--- src/rtl/rs_entry_pkg.sv ---
// rtl/rs_entry_pkg.sv - shared widths, packet typedefs and tag helper for the reservation-station entry
package rs_entry_pkg;

  localparam int XLEN      = 32;
  localparam int TAG_W     = 5;
  localparam int ROB_IDX_W = 5;
  localparam int REG_IDX_W = 5;
  localparam int INST_W    = 32;

  // Tag value 0 means "no producer": operand comes from the regfile, or no CDB broadcast.
  localparam logic [TAG_W-1:0] NO_TAG = '0;

  typedef struct packed {
    logic [INST_W-1:0]    inst;
    logic [XLEN-1:0]      rs1_value;
    logic [XLEN-1:0]      rs2_value;
    logic [REG_IDX_W-1:0] dest_reg_idx;
  } ID_PACKET;

  typedef struct packed {
    logic [TAG_W-1:0] rs1_tag;
    logic [TAG_W-1:0] rs2_tag;
    logic             rs1_ready;
    logic             rs2_ready;
  } MT2RS_PACKET;

  typedef struct packed {
    logic [TAG_W-1:0] reg_tag;
    logic [XLEN-1:0]  reg_value;
  } CDB_PACKET;

  typedef struct packed {
    logic [ROB_IDX_W-1:0] rob_entry;
    logic [XLEN-1:0]      rs1_value;
    logic [XLEN-1:0]      rs2_value;
  } ROB2RS_PACKET;

  typedef struct packed {
    logic [INST_W-1:0]    inst;
    logic [REG_IDX_W-1:0] dest_reg_idx;
    logic [ROB_IDX_W-1:0] rob_entry;
    logic [XLEN-1:0]      rs1_value;
    logic [XLEN-1:0]      rs2_value;
  } IS_PACKET;

  // A broadcast tag matches a waiting tag only when it is a real (non-zero) tag.
  function automatic logic tag_match(input logic [TAG_W-1:0] bcast_tag,
                                     input logic [TAG_W-1:0] wait_tag);
    return (bcast_tag != NO_TAG) && (bcast_tag == wait_tag);
  endfunction

endpackage

--- src/rtl/rs_operand.sv ---
// rtl/rs_operand.sv - one source operand slot: tag/value/valid register with CDB snoop (RS_ENTRY_CDB_BYPASS_EN)
module rs_operand
  import rs_entry_pkg::*;
(
  input  logic             clock,
  input  logic             reset,
  input  logic             load,
  input  logic             drop,
  input  logic             busy,
  input  logic [TAG_W-1:0] tag_in,
  input  logic             ready_in,
  input  logic [XLEN-1:0]  id_value,
  input  logic [XLEN-1:0]  rob_value,
  input  logic [TAG_W-1:0] cdb_tag,
  input  logic [XLEN-1:0]  cdb_value,
  output logic [XLEN-1:0]  value,
  output logic             valid
);

  logic [TAG_W-1:0] tag_q;
  logic [XLEN-1:0]  value_q;
  logic             valid_q;
  logic             snoop_hit;

  // Wakeup candidate: entry occupied, operand still missing, and the CDB carries its tag.
  assign snoop_hit = busy & ~valid_q & tag_match(cdb_tag, tag_q);

  // Operand capture on dispatch, invalidate on free, otherwise snoop the CDB.
  always_ff @(posedge clock or negedge reset) begin
    if (!reset) begin
      tag_q   <= NO_TAG;
      value_q <= '0;
      valid_q <= 1'b0;
    end else if (load) begin
      tag_q <= tag_in;
      if (tag_in == NO_TAG) begin
        value_q <= id_value;
        valid_q <= 1'b1;
      end else if (ready_in) begin
        value_q <= rob_value;
        valid_q <= 1'b1;
      end else if (tag_match(cdb_tag, tag_in)) begin
        // Producer broadcasts on the same edge we dispatch; catch it now or miss it forever.
        value_q <= cdb_value;
        valid_q <= 1'b1;
      end else begin
        value_q <= '0;
        valid_q <= 1'b0;
      end
    end else if (drop) begin
      valid_q <= 1'b0;
    end else if (snoop_hit) begin
      value_q <= cdb_value;
      valid_q <= 1'b1;
    end
  end

`ifdef RS_ENTRY_CDB_BYPASS_EN
  // Same-cycle wakeup: forward the broadcast value before it is registered.
  assign valid = valid_q | snoop_hit;
  assign value = snoop_hit ? cdb_value : value_q;
`else
  assign valid = valid_q;
  assign value = value_q;
`endif

endmodule

--- src/rtl/rs_entry.sv ---
// rtl/rs_entry.sv - one reservation-station slot: dispatch capture, CDB wakeup, issue packet (RS_ENTRY_CDB_BYPASS_EN)
module rs_entry
  import rs_entry_pkg::*;
(
  input  logic         clock,
  input  logic         reset,
  input  ID_PACKET     id_packet_in,
  input  MT2RS_PACKET  mt2rs_packet_in,
  input  CDB_PACKET    cdb_packet_in,
  input  ROB2RS_PACKET rob2rs_packet_in,
  input  logic         clear,
  input  logic         wr_en,
  output IS_PACKET     entry_packet,
  output logic         busy,
  output logic         ready
);

  logic                 busy_q;
  logic [INST_W-1:0]    inst_q;
  logic [REG_IDX_W-1:0] dest_q;
  logic [ROB_IDX_W-1:0] rob_q;
  logic                 drop;
  logic [XLEN-1:0]      rs1_value;
  logic [XLEN-1:0]      rs2_value;
  logic                 rs1_valid;
  logic                 rs2_valid;

  // A load in the same cycle as clear wins, so the slot can be reused back to back.
  assign drop = clear & ~wr_en;

  // Occupancy and the non-operand fields of the instruction.
  always_ff @(posedge clock or negedge reset) begin
    if (!reset) begin
      busy_q <= 1'b0;
      inst_q <= '0;
      dest_q <= '0;
      rob_q  <= '0;
    end else if (wr_en) begin
      busy_q <= 1'b1;
      inst_q <= id_packet_in.inst;
      dest_q <= id_packet_in.dest_reg_idx;
      rob_q  <= rob2rs_packet_in.rob_entry;
    end else if (drop) begin
      busy_q <= 1'b0;
    end
  end

  rs_operand u_src1 (
    .clock     (clock),
    .reset     (reset),
    .load      (wr_en),
    .drop      (drop),
    .busy      (busy_q),
    .tag_in    (mt2rs_packet_in.rs1_tag),
    .ready_in  (mt2rs_packet_in.rs1_ready),
    .id_value  (id_packet_in.rs1_value),
    .rob_value (rob2rs_packet_in.rs1_value),
    .cdb_tag   (cdb_packet_in.reg_tag),
    .cdb_value (cdb_packet_in.reg_value),
    .value     (rs1_value),
    .valid     (rs1_valid)
  );

  rs_operand u_src2 (
    .clock     (clock),
    .reset     (reset),
    .load      (wr_en),
    .drop      (drop),
    .busy      (busy_q),
    .tag_in    (mt2rs_packet_in.rs2_tag),
    .ready_in  (mt2rs_packet_in.rs2_ready),
    .id_value  (id_packet_in.rs2_value),
    .rob_value (rob2rs_packet_in.rs2_value),
    .cdb_tag   (cdb_packet_in.reg_tag),
    .cdb_value (cdb_packet_in.reg_value),
    .value     (rs2_value),
    .valid     (rs2_valid)
  );

  // Issue view of the slot; operand validity only matters while busy.
  always_comb begin
    busy                      = busy_q;
    ready                     = busy_q & rs1_valid & rs2_valid;
    entry_packet.inst         = inst_q;
    entry_packet.dest_reg_idx = dest_q;
    entry_packet.rob_entry    = rob_q;
    entry_packet.rs1_value    = rs1_value;
    entry_packet.rs2_value    = rs2_value;
  end

endmodule

--- config.mk ---
export PLATFORM = sky130hd
export DESIGN_NAME = rs_entry
export DESIGN_NICKNAME = d
export VERILOG_FILES = /design/src/rtl/rs_entry_pkg.sv /design/src/rtl/rs_operand.sv /design/src/rtl/rs_entry.sv
export SDC_FILE = /design/constraint.sdc
export NUM_CORES = 1
export LEC_CHECK = 0
export CAP_MARGIN = 20
export CORE_ASPECT_RATIO = 1.25
export CORE_MARGIN = 2
export CORE_UTILIZATION = 45
export DETAILED_ROUTE_END_ITERATION = 8
export PLACE_DENSITY = 0.82
export SLEW_MARGIN = 20
export SYNTH_ARGS = -nofsm -noshare
export SYNTH_HDL_FRONTEND = slang
export SYNTH_SLANG_ARGS = --single-unit
--- constraint.sdc ---
create_clock -name clock -period 2.5 [get_ports clock]
set_input_delay 0.5 -clock clock [delete_from_list [all_inputs] [get_ports clock]]
set_output_delay 0.5 -clock clock [all_outputs]
set_load 0.02 [all_outputs]
==> run_results.csv, run 1 <==
group,metric,value,unit
synthesis,ys.flop_type,"dfrtp_1",
timing,max_freq,460,MHz
clock_network,cts_tree,"built",
synthesis,yosysTopAreaCellShare,34.8,%
synthesis,synth.most_common_cell,"dfrtp_1",
synthesis,synth_edf_count,0,
timing,final-setup-viol-count,0,
global_routing,grt_pass1_vias,8873,
timing,fin_crit_sh,87.0,%
setup_path,cp_top_family,"buffers and inverters",
synthesis,synth.cells.most_frequent,"119 x dfrtp_1, 117 x o211a_1, 99 x clkbuf_1",
detailed_routing,drc_errors,0,
setup_path,required,2.00,ns
clock_network,cts-root-buf,"clkbuf_16",
global_routing,track_usage,32.4,%
pwr,power_density,546,mW/mm^2
run_status,status,"finished, final reports clean",
global_routing,gr-total-overflow,0,
cells_and_area,area_delta_synth_final,50.7,%
setup_path,cp.buffers_inverters,1,
clock_network,cts_resized,0,
detailed_routing,drt-initial-drc-count,1228,
timing,layout_setup_ws,0.326,ns
detailed_routing,vias_per_cell,6.72,
clock_network,clk_latency,0.42,ns
detailed_routing,routed_wl,34300,um
synthesis,syn-cell-area,0.00855,sq mm
clock_network,cts_hold_buf,0,
synthesis,synth_seq_cells,119,
cells_and_area,layout.nets,1358,
clock_network,cts_buffers,17,
setup_path,path_cells,"and3_1 > clkdlybuf4s50_1",
place,place_congestion,0.874,
place,dp_hpwl,23400,um
global_routing,antenna_found_initial,1,
detailed_routing,via_count,9285,
timing,finalCriticalPeriod,2.17,ns
clock_network,h-tree-depth,4,
detailed_routing,dr.pass1.iters,5,
synthesis,synthDistinctLibCells,31,
detailed_routing,wl_per_cell,24.8,um
timing,hold_viol,0,
setup_path,critPathArrivalTime,1.67,ns
synthesis,async_reset_ff_share,100,%
pwr,vdd_ir_drop_max,0.000618,V
setup_path,worstPathMaxFanout,3,
timing,rsz0062_at_grt,"no",
timing,clock-skew-final,0.00798,ns
floorplanning,fp.dieArea,0.0201,sq mm
place,io_buffers,330,
setup_path,crit_path_start_kind,"register",
setup_path,cp_slowest_cell,"clkdlybuf4s50_1",
timing,fin_setup_tns,0,ns
synthesis,syn_avg_cell_area,9.82,sq um
timing,worst_pin_slew,0.500,ns
clock_network,clk_pin_slew,0.06,ns
synthesis,ys_seq_area_share,34.8,%
job,cap_violations,0,
floorplanning,die_y,158,um
global_routing,grt_max_degree,54,
synthesis,syn-num-nets,1093,
pwr,leakage,5.46,nW
synthesis,yosys-top-cells-area,"dfrtp_1 35%, o211a_1 14%, o31ai_2 7.0%",
clock_network,cts_setup_buffers,0,
synthesis,synth_top_cell_by_area,"dfrtp_1",
floorplanning,fp-row-count,56,
clock_network,cts_sinks,119,
worst_hold_path,min_path_type,"in2async",
setup_path,cpPeakStageDelay,0.63,ns
setup_path,end_kind,"output port",
clock_network,cts_max_path_buffers,2,
timing,maxSlewViolCount,0,
floorplanning,coreArea,0.0187,sq mm
global_routing,grt_pass1_wl,50700,um
detailed_routing,drt.antenna.violating_nets,0,
setup_path,worstSetupPathType,"reg2out",
timing,slew_headroom,66.7,%
cells_and_area,nFillCells,1361,
floorplanning,fp.dieW,127,um
synthesis,syn_inst,870,
floorplanning,initial_core_util,45.7,%
synthesis,yosysWarnings,0,
cells_and_area,drive_above_1_share,18.6,%
floorplanning,io_pins,331,
place,pre_cts_ws,0.0723,ns
## metrics by stage
stage               hold WS (ns)  util [%]  std cells  area [sq um]  total power [W]
floorplan                  0.204         -        870          8550          0.00333
global placement           0.488      65.7       1348         12300          0.00449
detailed placement         0.476      65.7       1348         12300          0.00452
CTS                       0.0248      68.8       1380         12900          0.00703
global route              0.0307      68.8       1381         12900          0.00727
finish                   0.00831      68.8       1381         12900          0.00703
## cell families after synthesis
family          after synthesis  synth area share, %
compound gates              383                 39.3
simple gates                103                 7.47
flops                       119                 34.8
xor+xnor                     20                 2.05
buf+inv                     193                 9.50
mux                          52                 6.85
## cells in the final DEF, fill, tap and decap left out, types with 2 or more instances in the layout
cell type        instances
clkdlybuf4s50_1        326
dfrtp_1                119
o211a_1                117
a311oi_1                66
nand4_1                 64
a31oi_1                 64
inv_1                   58
o22ai_1                 55
mux2_2                  52
o31ai_2                 48
buf_4                   29
buf_12                  24
xor2_1                  20
clkbuf_16               17
a31o_2                  13
nor2_1                  13
o211ai_1                11
nand3b_1                11
o31ai_1                  5
clkinv_4                 5
nor2_2                   4
inv_6                    4
nor4_4                   2
or4_4                    2
nor3_2                   2
a41oi_1                  2
clkinv_2                 2
bufinv_16                2
## worst paths after layout
check / startpoint / end / slack, ns / depth (start not counted)
worst max register to register: busy / u_src2.value[15] / 0.86 / 5
min in group clock: inst_q[25] / inst_q[25] / 0.51 / 1
worst min register to register: inst_q[25] / inst_q[25] / 0.51 / 1
max in group asynchronous: reset / dest_q[0] / 1.74 / 2
worst max-delay path: u_src2.valid / ready / 0.33 / 2
worst min-delay path: reset / u_src1.value[22] / 0.008 / 1
## per-layer routing
metal  part of all wire [%]  global-route usage [%]  up-vias
li1                       -                       -     4029
met1                     37                    40.1     4563
met2                     48                    51.2      580
met3                    8.5                    7.57      113
met4                    6.6                    20.2        0
met5                      0                       0        -
## power breakdown
group	total [W]	leakage, nW	internal, W	switching (W)
Sequential	0.00228	1.36	0.00214	0.000139
Clock	0.00251	0.290	0.00149	0.00102
Combinational	0.00225	3.80	0.00109	0.00116
## state kept, by name (all words and copies together) (netlist names)
name,cells
rob_q,5
busy,1
u_src1.tag_q,5
u_src1.value,32
u_src2.value,32
u_src2.valid,1
u_src2.tag_q,5
inst_q,32
dest_q,5
u_src1.valid,1
## final cells by class
cell class / count / area, sq um / area share (%)
clock inverters: 15 / 168 / 1.30
flip-flops and latches: 119 / 2980 / 23.1
multi-input cells: 558 / 4810 / 37.4
repair buffers: 381 / 3990 / 31.0
diodes: 1 / 2.50 / 0.0194
well taps: 232 / 290 / 2.25
inverters: 58 / 218 / 1.69
clock buffers: 17 / 425 / 3.30
## worst register-to-register path, cell delays in order (launching register included)
cell	delay [ns]
dfrtp_1	0.43
inv_1	0.11
a211oi_4	0.39
a31o_2	0.25
buf_12	0.20
a31oi_1	0.14
No activity file was read; power rests on OpenSTA's default activity.
==> inputs of run 2 (changes only) <==
--- a/config.mk
+++ b/config.mk
@@ -11,7 +11,6 @@
 export CORE_UTILIZATION = 45
 export DETAILED_ROUTE_END_ITERATION = 8
 export PLACE_DENSITY = 0.82
-export SLEW_MARGIN = 20
 export SYNTH_ARGS = -nofsm -noshare
 export SYNTH_HDL_FRONTEND = slang
 export SYNTH_SLANG_ARGS = --single-unit
==> results of run 2 <==
The final DEF is identical to that of run 1; final timing and power are the same.
==> inputs of run 3 (changes only) <==
--- a/config.mk
+++ b/config.mk
@@ -7,10 +7,11 @@
 export LEC_CHECK = 0
 export CAP_MARGIN = 20
 export CORE_ASPECT_RATIO = 1.25
-export CORE_MARGIN = 2
+export CORE_MARGIN = 5
 export CORE_UTILIZATION = 45
 export DETAILED_ROUTE_END_ITERATION = 8
-export PLACE_DENSITY = 0.82
+export DONT_BUFFER_PORTS = 1
+export PLACE_DENSITY = 0.6
 export SYNTH_ARGS = -nofsm -noshare
 export SYNTH_HDL_FRONTEND = slang
 export SYNTH_SLANG_ARGS = --single-unit
==> run 3 against run 2 <==
Net effect:
- the run now ends with negative hold slack left
- critical path type is now reg2reg
- cell area fell by 29%
- clock-buffer cell count did not move
- combinational power fell by 62%
- flip-flop and latch count did not move
- largest cell class unchanged
- highest routed layer unchanged
==> run_results.csv, run 3 (synthesized netlist as in run 1, its figures left out) <==
group,metric,value,unit
pwr,power_density,673,mW/mm^2
floorplanning,fp.dieArea,0.0219,sq mm
detailed_routing,via_count,7816,
cells_and_area,layout.nets,998,
pwr,leakage,3.95,nW
cells_and_area,fin_area,0.00915,sq mm
run_status,violations,"negative hold slack",
clock_network,cts_sinks,119,
floorplanning,coreArea,0.0187,sq mm
timing,hold_viol,119,
place,dpl_cell_area,0.00850,sq mm
setup_path,worstSetupPathType,"reg2reg",
setup_path,worstPathMaxFanout,38,
run_status,status,"finished, violations left",
cells_and_area,area_delta_synth_final,7.01,%
setup_path,cp.buffers_inverters,2,
global_routing,track_usage,27.4,%
timing,rsz0062_at_grt,"no",
timing,slew_headroom,58.7,%
floorplanning,io_pins,331,
timing,fin_crit_sh,81.0,%
detailed_routing,dr.pass1.iters,5,
place,io_buffers,0,
detailed_routing,drc_errors,0,
clock_network,clk_latency,0.42,ns
cells_and_area,mostFrequentLayoutCells,"119 x dfrtp_1, 117 x o211a_1, 66 x a311oi_1",
detailed_routing,routed_wl,31500,um
setup_path,cp_top_family,"compound AO/OA/AOI/OAI gates",
floorplanning,fp-row-count,56,
detailed_routing,vias_per_cell,7.66,
timing,finalCriticalPeriod,2.03,ns
global_routing,grt_pass1_vias,7723,
clock_network,cts-root-buf,"clkbuf_16",
floorplanning,fp.dieW,133,um
cells_and_area,final_common_cell,"dfrtp_1",
floorplanning,die_y,164,um
cells_and_area,drive_above_1_share,22.8,%
clock_network,cts_tree,"built",
detailed_routing,drt-initial-drc-count,864,
timing,maxSlewViolCount,0,
timing,worst_pin_slew,0.620,ns
clock_network,cts_resized,0,
job,cap_violations,0,
floorplanning,initial_core_util,45.7,%
timing,max_freq,494,MHz
clock_network,h-tree-depth,4,
pwr,vdd_ir_drop_max,0.000416,V
clock_network,cts_buffers,17,
timing,timing.hold.ws,-0.220,ns
global_routing,gr-total-overflow,0,
cells_and_area,nFillCells,1742,
global_routing,grt_pass1_wl,47200,um
clock_network,cts_max_path_buffers,2,
timing,final-setup-viol-count,0,
setup_path,cpPeakStageDelay,0.55,ns
clock_network,clk_pin_slew,0.06,ns
worst_hold_path,min_path_type,"in2async",
detailed_routing,drt.antenna.violating_nets,0,
global_routing,grt_max_degree,249,
global_routing,antenna_found_initial,0,
place,dp_hpwl,20400,um
setup_path,cp_slowest_cell,"dfrtp_1",
place,place_congestion,0.824,
setup_path,end_kind,"register",
setup_path,crit_path_start_kind,"register",
cells_and_area,finish.utilization,48.9,%
timing,layout_setup_ws,0.475,ns
setup_path,path_cells,"inv_1 > a211oi_4 > buf_4 > a311oi_1 > a31oi_1",
timing,clock-skew-final,0.00976,ns
place,pre_cts_ws,0.415,ns
detailed_routing,wl_per_cell,30.9,um
setup_path,critPathArrivalTime,2.36,ns
timing,fin_setup_tns,0,ns
clock_network,cts_setup_buffers,0,
setup_path,required,2.84,ns
run 3: cell types whose count changed in the layout (fill, tap and decap cells not counted), moves of 2 or more:
| cell | change |
|---|---|
| inv_6 | +2 |
| clkinv_4 | -3 |
| clkdlybuf4s50_1 | -326 |
| buf_4 | -12 |
| buf_12 | -20 |
| bufinv_16 | +2 |
run 3: final timing paths:
path                               endpoint  slack (ns)            start  cells after the start
setup reg to reg            u_src2.value[8]        0.47             busy                      5
min in group clock                     busy        0.20            clear                      1
max in group asynchronous  u_src2.value[25]        2.53            reset                      0
hold reg to reg             u_src2.tag_q[4]        0.53  u_src2.tag_q[4]                      1
hold / removal                   inst_q[15]       -0.22            reset                      0
setup / recovery            u_src2.value[8]        0.47             busy                      5
run 3: layout make-up:
class | instances | area [sq um] | share of cell area [%]
Clock inverter | 15 | 214 | 2.34
Antenna cell | 1 | 2.50 | 0.0274
Timing Repair Buffer | 21 | 208 | 2.27
Tap cell | 232 | 290 | 3.17
Multi-Input combinational cell | 558 | 4810 | 52.6
Clock buffer | 17 | 425 | 4.65
Sequential cell | 119 | 2980 | 32.6
Inverter | 58 | 218 | 2.38
run 3: worst register-to-register path, delay by kind of cell, from the launching register on:
kind | cells | cell delay, ns
buf+inv | 2 | 0.63
compound gates | 3 | 0.75
flops | 1 | 0.55
run 3: through the flow:
stage / total power [W] / cells
after floorplan: 0.00333 / 870
after global placement: 0.00342 / 988
after detailed placement: 0.00345 / 988
after CTS: 0.00619 / 1020
after global routing: 0.00637 / 1020
final: 0.00615 / 1021
run 3: metal layers:
layer  track usage (%)  wire (um)
met4              13.1       1240
met2              45.3      15700
met1              31.9      11200
met5                 0          0
met3              9.38       3430
run 3: power breakdown:
part | internal [W] | total (W) | switching [W]
registers | 0.00214 | 0.00257 | 0.000430
logic | 0.000388 | 0.000859 | 0.000470
clock network | 0.00170 | 0.00273 | 0.00103
